--- src/rtl/addsub_pkg.sv ---
// Shared constants and helpers for the segmented add/sub pipeline.
//   ADDSUB_WIDTH  default operand/result width
//   ADDSUB_SEG    default segment width resolved per pipeline stage
//   addsub_nstage number of pipeline stages for a given WIDTH/SEG
package addsub_pkg;

  localparam int unsigned ADDSUB_WIDTH = 64;
  localparam int unsigned ADDSUB_SEG   = 16;

  // One stage per segment; never fewer than one stage.
  function automatic int unsigned addsub_nstage(input int unsigned width,
                                                input int unsigned seg);
    int unsigned n;
    n = (seg == 0) ? 1 : (width / seg);
    return (n < 1) ? 1 : n;
  endfunction

endpackage

--- src/rtl/addsub_seg.sv ---
// Combinational SEG-bit carry-lookahead adder segment.
//   a, b  segment operands (b already conditionally inverted by the caller)
//   cin   carry into the segment LSB
//   s     segment sum
//   cout  carry out of the segment MSB
//   cmsb  carry into the segment MSB (used for signed overflow)
module addsub_seg #(
  parameter int unsigned SEG = 16
) (
  input  logic [SEG-1:0] a,
  input  logic [SEG-1:0] b,
  input  logic           cin,
  output logic [SEG-1:0] s,
  output logic           cout,
  output logic           cmsb
);

  logic [SEG-1:0] g;
  logic [SEG-1:0] p;
  logic [SEG:0]   c;

  assign g = a & b;
  assign p = a ^ b;

  // Each carry is formed from the group generate/propagate of bits [i:0],
  // so every c[i+1] is a flat function of g, p and cin.
  always_comb begin
    logic gg;
    logic pp;
    c    = '0;
    c[0] = cin;
    gg   = 1'b0;
    pp   = 1'b1;
    for (int unsigned i = 0; i < SEG; i++) begin
      gg       = g[i] | (p[i] & gg);
      pp       = pp & p[i];
      c[i+1]   = gg | (pp & cin);
    end
  end

  assign s    = p ^ c[SEG-1:0];
  assign cout = c[SEG];
  assign cmsb = c[SEG-1];

endmodule

--- src/rtl/addsub_pipe.sv ---
// Pipelined integer adder/subtractor. Operands are split into SEG-bit
// segments; stage k resolves segment k with the carry registered by stage k-1,
// so latency is NSTAGE = WIDTH/SEG cycles at one operation per cycle.
//   clk, rst        clock, synchronous active-high reset (clears data too)
//   flush           squash all in-flight operations (data left as is)
//   in_valid/ready  input handshake for a, b, cin, sub
//   a, b            operands; sub=1 computes a + ~b + (sub ^ cin)
//   out_valid/ready output handshake
//   s               result
//   cout            carry out of MSB (subtract: 1 = no borrow)
//   ovf             two's-complement signed overflow
//   zero            s == 0
module addsub_pipe
  import addsub_pkg::*;
#(
  parameter int unsigned WIDTH = ADDSUB_WIDTH,
  parameter int unsigned SEG   = ADDSUB_SEG
) (
  input  logic             clk,
  input  logic             rst,
  input  logic             flush,
  input  logic             in_valid,
  output logic             in_ready,
  input  logic [WIDTH-1:0] a,
  input  logic [WIDTH-1:0] b,
  input  logic             cin,
  input  logic             sub,
  output logic             out_valid,
  input  logic             out_ready,
  output logic [WIDTH-1:0] s,
  output logic             cout,
  output logic             ovf,
  output logic             zero
);

  localparam int unsigned NSTAGE = addsub_nstage(WIDTH, SEG);

  // Per-stage state. w_q holds resolved result segments 0..k in its low part
  // and the still-pending a segments above them, so one word carries both.
  logic [NSTAGE-1:0]            valid_q;
  logic [NSTAGE-1:0][WIDTH-1:0] w_q;
  logic [NSTAGE-1:0][WIDTH-1:0] b_q;
  logic [NSTAGE-1:0]            c_q;   // carry into segment k+1
  logic [NSTAGE-1:0]            m_q;   // carry into segment MSB (last stage: into bit WIDTH-1)

  // Upstream view of each stage (input ports for stage 0).
  logic [NSTAGE-1:0]            up_valid;
  logic [NSTAGE-1:0][WIDTH-1:0] up_w;
  logic [NSTAGE-1:0][WIDTH-1:0] up_b;
  logic [NSTAGE-1:0]            up_c;
  logic [NSTAGE-1:0][WIDTH-1:0] w_next;

  logic [NSTAGE-1:0][SEG-1:0]   seg_s;
  logic [NSTAGE-1:0]            seg_c;
  logic [NSTAGE-1:0]            seg_m;
  logic [NSTAGE-1:0]            ready;

  always_comb begin
    up_valid    = '0;
    up_w        = '0;
    up_b        = '0;
    up_c        = '0;
    up_valid[0] = in_valid;
    up_w[0]     = a;
    up_b[0]     = sub ? ~b : b;
    up_c[0]     = sub ^ cin;
    for (int unsigned k = 1; k < NSTAGE; k++) begin
      up_valid[k] = valid_q[k-1];
      up_w[k]     = w_q[k-1];
      up_b[k]     = b_q[k-1];
      up_c[k]     = c_q[k-1];
    end
  end

  for (genvar k = 0; k < NSTAGE; k++) begin : g_seg
    addsub_seg #(.SEG(SEG)) u_seg (
      .a    (up_w[k][k*SEG +: SEG]),
      .b    (up_b[k][k*SEG +: SEG]),
      .cin  (up_c[k]),
      .s    (seg_s[k]),
      .cout (seg_c[k]),
      .cmsb (seg_m[k])
    );
  end

  always_comb begin
    w_next = up_w;
    for (int unsigned k = 0; k < NSTAGE; k++) begin
      w_next[k][k*SEG +: SEG] = seg_s[k];
    end
  end

  // ready_k = !valid_k | ready_{k+1} unrolled: stage k can advance if out_ready
  // is high or any stage from k downstream is empty.
  always_comb begin
    ready = '0;
    for (int unsigned k = 0; k < NSTAGE; k++) begin
      ready[k] = out_ready;
      for (int unsigned j = k; j < NSTAGE; j++) begin
        if (!valid_q[j]) ready[k] = 1'b1;
      end
    end
  end

  always_ff @(posedge clk) begin
    if (rst) begin
      valid_q <= '0;
      w_q     <= '0;
      b_q     <= '0;
      c_q     <= '0;
      m_q     <= '0;
    end else begin
      for (int unsigned k = 0; k < NSTAGE; k++) begin
        if (flush) begin
          valid_q[k] <= 1'b0;
        end else if (ready[k]) begin
          valid_q[k] <= up_valid[k];
        end
        // Data only moves with a real operation, so the last stage's outputs
        // stay put while stalled and after a bubble.
        if (ready[k] && up_valid[k]) begin
          w_q[k] <= w_next[k];
          b_q[k] <= up_b[k];
          c_q[k] <= seg_c[k];
          m_q[k] <= seg_m[k];
        end
      end
    end
  end

  assign in_ready  = ready[0];
  assign out_valid = valid_q[NSTAGE-1];
  assign s         = w_q[NSTAGE-1];
  assign cout      = c_q[NSTAGE-1];
  assign ovf       = m_q[NSTAGE-1] ^ c_q[NSTAGE-1];
  assign zero      = (w_q[NSTAGE-1] == '0);

  // Resolved b segments and the non-final MSB carries are never read.
  logic unused_pipe;
  assign unused_pipe = ^{b_q, m_q};

endmodule

--- config.mk ---
export PLATFORM = sky130hd
export DESIGN_NAME = addsub_pipe
export DESIGN_NICKNAME = d
export VERILOG_FILES = /design/src/rtl/addsub_pkg.sv /design/src/rtl/addsub_seg.sv /design/src/rtl/addsub_pipe.sv
export SDC_FILE = /design/constraint.sdc
export NUM_CORES = 1
export LEC_CHECK = 0
export CAP_MARGIN = 20
export CORE_AREA = 2 2 152 213
export DETAILED_ROUTE_END_ITERATION = 10
export DIE_AREA = 0 0 154 215
export PLACE_DENSITY = 0.72
export SLEW_MARGIN = 20
export SYNTH_ARGS = -nofsm -noshare
export SYNTH_HDL_FRONTEND = slang
export SYNTH_SLANG_ARGS = --single-unit
--- constraint.sdc ---
create_clock -name clk -period 7.17 [get_ports clk]
set_input_delay 0.717 -clock clk [delete_from_list [all_inputs] [get_ports clk]]
set_output_delay 0.717 -clock clk [all_outputs]
set_load 0.02 [all_outputs]
# Yosys cells after proc, flatten, opt, wreduce, memory -nomap -nowiden

Index checks and enable logic that the tools add are counted.

Reduce and logical (&&, ||, !) cells: 6
Muxes and demuxes: 11
Bitwise logic cells: 323

Operators by type and width:

| cell               | count |
|---|---|
| AND 1 bit          | 184 |
| XOR 16 bit         | 8 |
| bitwise OR 1 bit   | 124 |
| AND 16 bit         | 4 |
| zero test 64 bit   | 1 |
| 2-to-1 mux 64 bit  | 1 |
| inverter 64 bit    | 1 |
| 2-to-1 mux 1 bit   | 10 |
| logical AND 1 bit  | 4 |
| OR reduction 2 bit | 1 |
| XOR 1 bit          | 2 |

Bits of input ports: 135
Logic and storage cells: 356
Bits in registers: 457

# Depth between registers and ports, before layout

Word-level depth: 34
Depth in mapped cells: 12
Depth with buffers taken out: 9

# Cells and area by module

A second synthesis with hierarchy kept.

Cell total of the unflattened synthesis: 2,071
Area total of the unflattened synthesis: 18,072.3 um2

By module, submodules not included:

| module      | area an instance (um2) | cells an instance | times used | seq. area each (um2) |
|---|---|---|---|---|
| addsub_pipe | 15,034.4               | 1,715             | 1          | 7,226.9 |
| addsub_seg  | 759.5                  | 89                | 4          | 0.0 |

# Worst setup path before layout

No wires, ideal clock.

Path kind: input-to-reg
Start: input sub
End: register w_q, in the netlist up_w[76]
Cell stages on the path: 12
Data required time: 7.053 ns
Arrival time: 3.630 ns
Path slack: 3.423 ns
Path through: buf_2 buf_1 buf_2 xor2_1 ha_1 a21oi_2 nor2b_1 or4_1 o21ba_2 o21a_1 or3_1 a32o_1

Cells in the longest elaborated chain, start to end: 26
Elaborated cells between the ends (all ways): 40

Ends and longest elaborated chain:

| item                                     | RTL line                           | text |
|---|---|---|
| from (decl)                              | addsub_pipe.sv:27                  | `input logic sub,` |
| 2-to-1 mux 64 bit                        | addsub_pipe.sv:65                  | `up_b[0] = sub ? ~b : b;` |
| XOR 16 bit or AND 16 bit (tied branches) | addsub_seg.sv:23, addsub_seg.sv:22 |  |
| AND 1 bit                                | addsub_seg.sv:35                   | `gg = g[i] \| (p[i] & gg);` |
| bitwise OR 1 bit                         | addsub_seg.sv:35                   |  |
| AND 1 bit                                | addsub_seg.sv:35                   |  |
| bitwise OR 1 bit                         | addsub_seg.sv:35                   |  |
| AND 1 bit                                | addsub_seg.sv:35                   |  |
| bitwise OR 1 bit                         | addsub_seg.sv:35                   |  |
| [10 not listed]                          | --                                 |  |
| AND 1 bit                                | addsub_seg.sv:35                   |  |
| bitwise OR 1 bit                         | addsub_seg.sv:35                   |  |
| AND 1 bit                                | addsub_seg.sv:35                   |  |
| bitwise OR 1 bit                         | addsub_seg.sv:35                   |  |
| AND 1 bit                                | addsub_seg.sv:35                   |  |
| bitwise OR 1 bit                         | addsub_seg.sv:35                   |  |
| bitwise OR 1 bit                         | addsub_seg.sv:37                   | `c[i+1] = gg \| (pp & cin);` |
| XOR 16 bit *                             | addsub_seg.sv:41                   | `assign s = p ^ c[SEG-1:0];` |
| to (signal, indexed assignment)          | addsub_pipe.sv:122                 | `w_q[k] <= w_next[k];` |
| to (decl)                                | addsub_pipe.sv:41                  | `logic [NSTAGE-1:0][WIDTH-1:0] w_q;` |

Mark *: on every way between the ends. The rest lies on a longest branch, timed or not.
A chain may end at the register's enable or synchronous reset.

# Worst setup path after layout

Start: register w_q, in the netlist s[22]
End: output zero

Cells in the longest elaborated chain, start to end: 1

Ends and longest elaborated chain:

| item             | RTL line           | text |
|---|---|---|
| zero test 64 bit | addsub_pipe.sv:136 | `assign zero = (w_q[NSTAGE-1] == '0);` |
| to (decl)        | addsub_pipe.sv:33  | `output logic zero` |

No other way between the ends.

==> flow_summary.json <==
{
  "synth-edff-count": 0,
  "crit_path_start_kind": "register",
  "final_nets": 2207,
  "whs_ns": 0.451,
  "crit_arrival_ns": 2.74,
  "clock-root-buffer": "clkbuf_16",
  "worst_path_dominant_cell_family": "simple AND/OR/NAND/NOR gates",
  "timing.max_cap.violations": 0,
  "criticalPathCategory": "reg2out",
  "slew_violations": 0,
  "postCtsSetupBuffers": 0,
  "crit_path_end_kind": "primary output",
  "cts_tree": "yes",
  "crit_path_end": "zero",
  "dp_hpwl_um": 24300,
  "placementRows": 77,
  "htree_levels": 2,
  "path_cells": "nor4_1 -> nand4_1 -> nor4_1 -> clkdlybuf4s50_1",
  "crit_top_cell": "nor4_1",
  "r2r_end": "b_q[47]",
  "post_drt_wl_per_cell_um": 15.0,
  "clock-sinks": 361,
  "rr_worst_depth": 7,
  "finalClockSkew_ns": 0.0191,
  "cts_hold_buffers": 0,
  "routed_wl_um": 36300,
  "drc": 0,
  "layout_common_cells": "550 x nand2_1, 361 x dfxtp_1, 310 x a21oi_1",
  "vias": 12900,
  "drtIter0Drc": 722,
  "grt_pass1_vias": 12500,
  "async_reset_ff_share_pct": 0,
  "ir_drop_uv": 178,
  "min_period_ns": 3.46,
  "grt_overflow_total": 0,
  "ctsLongestPathBuffers": 3,
  "setup_violations": 0,
  "ant_nets": 0,
  "clkTransAtPathRegs_ns": 0.06,
  "rrSetupSlack_ns": 4.09,
  "drive_gt1_share_pct": 4.05,
  "placed_cell_area_um2": 17500,
  "core_area_um2": 31300,
  "cp_slowest_stage_delay_ns": 0.67,
  "slew_headroom_pct": 27.6,
  "dieWidth_um": 154,
  "clock_latency_ns": 0.52,
  "ctsResizeCount": 0,
  "avgSynthCellArea_um2": 8.15,
  "yosys_warnings": 0,
  "cts_buffers": 34,
  "worst-path-max-fanout": 3,
  "p_leak_nw": 6.82,
  "stdcell_count": 2419,
  "fmax_mhz": 289,
  "grt_max_degree": 232,
  "crit_path_start": "s[22]",
  "synth_area_um2": 15300,
  "mostFrequentLayoutCell": "nand2_1",
  "path_depth": 4,
  "grt_pass1_wl_um": 60300,
  "die_area_um2": 33100,
  "num_antenna_cells": 0,
  "fin_area_um2": 18600,
  "io_buffers": 203,
  "gp_congestion": 0.854,
  "dp_cells": 2362,
  "synth-seq-cells": 361,
  "final.setup.tns_ns": 0,
  "critPathBufInv": 1,
  "ys_seq_area_share_pct": 47.1,
  "hold_viol": 0,
  "hold_path.class": "reg2reg",
  "cellPowerDensity_nw_per_um2": 230,
  "grtUsageTotal_pct": 21.8,
  "crit_slowest_cell": "clkdlybuf4s50_1",
  "drt_first_pass_iters": 5,
  "die_y_um": 215,
  "regToRegStartpoint": "valid_q[3]",
  "antenna_found_initial": 0,
  "synth_ff_type": "dfxtp_1",
  "worstPathRequired_ns": 6.45,
  "syn2layout_area_growth_pct": 21.6,
  "status": "finished clean",
  "synth_nets": 2084,
  "syn_inst": 1881,
  "ios": 204,
  "worst_slew_pin_slew_ns": 1.09,
  "via_per_inst": 5.34,
  "ys_types": 57,
  "start_util_pct": 49.0,
  "post-route-period-util_pct": 48.3,
  "rsz0062_at_grt": "false"
}
[flip-flops by register name, summed over array words and instances (netlist names)]
signal,flops
s,64
valid_q,4
b_q,96
up_w,192
c_q,4
m_q,1
[power breakdown]
group / total (W) / switching [W] / internal (W)
Sequential: 0.00210 / 0.0000356 / 0.00207
Combinational: 0.000413 / 0.000219 / 0.000193
Clock: 0.00178 / 0.000744 / 0.00104
[logic make-up (layout without fill, tap and decap cells)]
kind of cell               count (synthesis)  after routing  share of synthesized area (%)
xor gates and xnor gates                 104            104                           5.94
and+or+nand+nor                          736            736                           19.6
adders and majority gates                 68             68                           5.74
AOI/OAI and AO/OA                        478            478                           18.3
DFF                                      361            361                           47.1
buffers and inverters                    134            277                           3.30
[routing by layer]
| layer | track usage (%) | vias up | wire (µm) |
|---|---|---|---|
| met5 | 0 | - | 0 |
| met4 | 8.69 | 0 | 1210 |
| met3 | 2.80 | 74 | 1300 |
| met2 | 38.8 | 253 | 18000 |
| met1 | 26.7 | 5992 | 15900 |
| li1 | - | 6600 | - |
[per-stage QoR]
| step | total power (W) | utilization, % | setup WS, ns |
|---|---|---|---|
| 3_3_place_gp | 0.00255 | 56.0 | 3.35 |
| 2_1_floorplan | 0.00241 | - | 3.42 |
| 3_5_place_dp | 0.00256 | 56.0 | 3.24 |
| 5_1_grt | 0.00448 | 59.5 | 3.48 |
| 4_1_cts | 0.00434 | 59.5 | 3.62 |
| 6_report | 0.00430 | 59.5 | 3.71 |
[worst register-to-register path, cell delays in order, from the launching register on]
cell and delay (ns):
dfxtp_1 0.35, nand2_1 0.14, nor2_1 0.17, a31oi_4 0.59, buf_4 0.70, buf_4 0.66, nor2_1 0.14, a211oi_1 0.24
[how the worst min path moves through the flow]
| stage | cells after the start | from | to |
|---|---|---|---|
| 2_1_floorplan | 2 | up_w[155] | up_w[219] |
| 3_3_place_gp | 2 | up_w[156] | up_w[220] |
| 3_5_place_dp | 2 | up_w[140] | up_w[204] |
| 4_1_cts | 2 | up_w[140] | up_w[204] |
| 5_1_grt | 2 | up_w[128] | up_w[192] |
| 6_report | 2 | up_w[208] | s[16] |
[area by class of cell]
class	instances	area, µm²
clock buffers	45	942
inverters	9	33.8
well taps	395	494
multi-input cells	1386	7670
repair buffers	212	2130
fillers	2818	12700
clock inverters	11	151
flip-flops and latches	361	7230
[Yosys cell counts, types with 3 or more instances]
| library cell | count | share of area (%) |
|---|---|---|
| buf_1 | 13 | 0.32 |
| xor2_1 | 34 | 1.9 |
| fa_1 | 4 | 0.52 |
| and2_1 | 6 | 0.24 |
| nand2b_1 | 5 | 0.20 |
| nor4b_1 | 3 | 0.17 |
| xnor2_1 | 70 | 4.0 |
| a21oi_1 | 310 | 10 |
| o21ai_0 | 32 | 1.0 |
| clkbuf_1 | 110 | 2.7 |
| or3_1 | 7 | 0.29 |
| a31oi_1 | 6 | 0.24 |
| nor4_1 | 19 | 0.77 |
| nand4_1 | 8 | 0.33 |
| nor2_1 | 83 | 2.0 |
| o21a_1 | 9 | 0.44 |
| a22o_1 | 3 | 0.17 |
| a211oi_1 | 65 | 3.2 |
| nor3_1 | 12 | 0.39 |
| a21o_1 | 14 | 0.69 |
| or4_1 | 7 | 0.34 |
| o21bai_1 | 5 | 0.24 |
| dfxtp_1 | 361 | 47 |
| o31ai_1 | 3 | 0.15 |
| nand3_1 | 17 | 0.55 |
| ha_1 | 64 | 5.2 |
| a211o_1 | 3 | 0.17 |
| nor2b_1 | 7 | 0.29 |
| nand2_1 | 552 | 14 |
| nor3b_1 | 3 | 0.15 |
| a21oi_2 | 3 | 0.17 |
| and3_1 | 3 | 0.12 |
| inv_1 | 9 | 0.22 |
(Power assumes the default switching activity.)
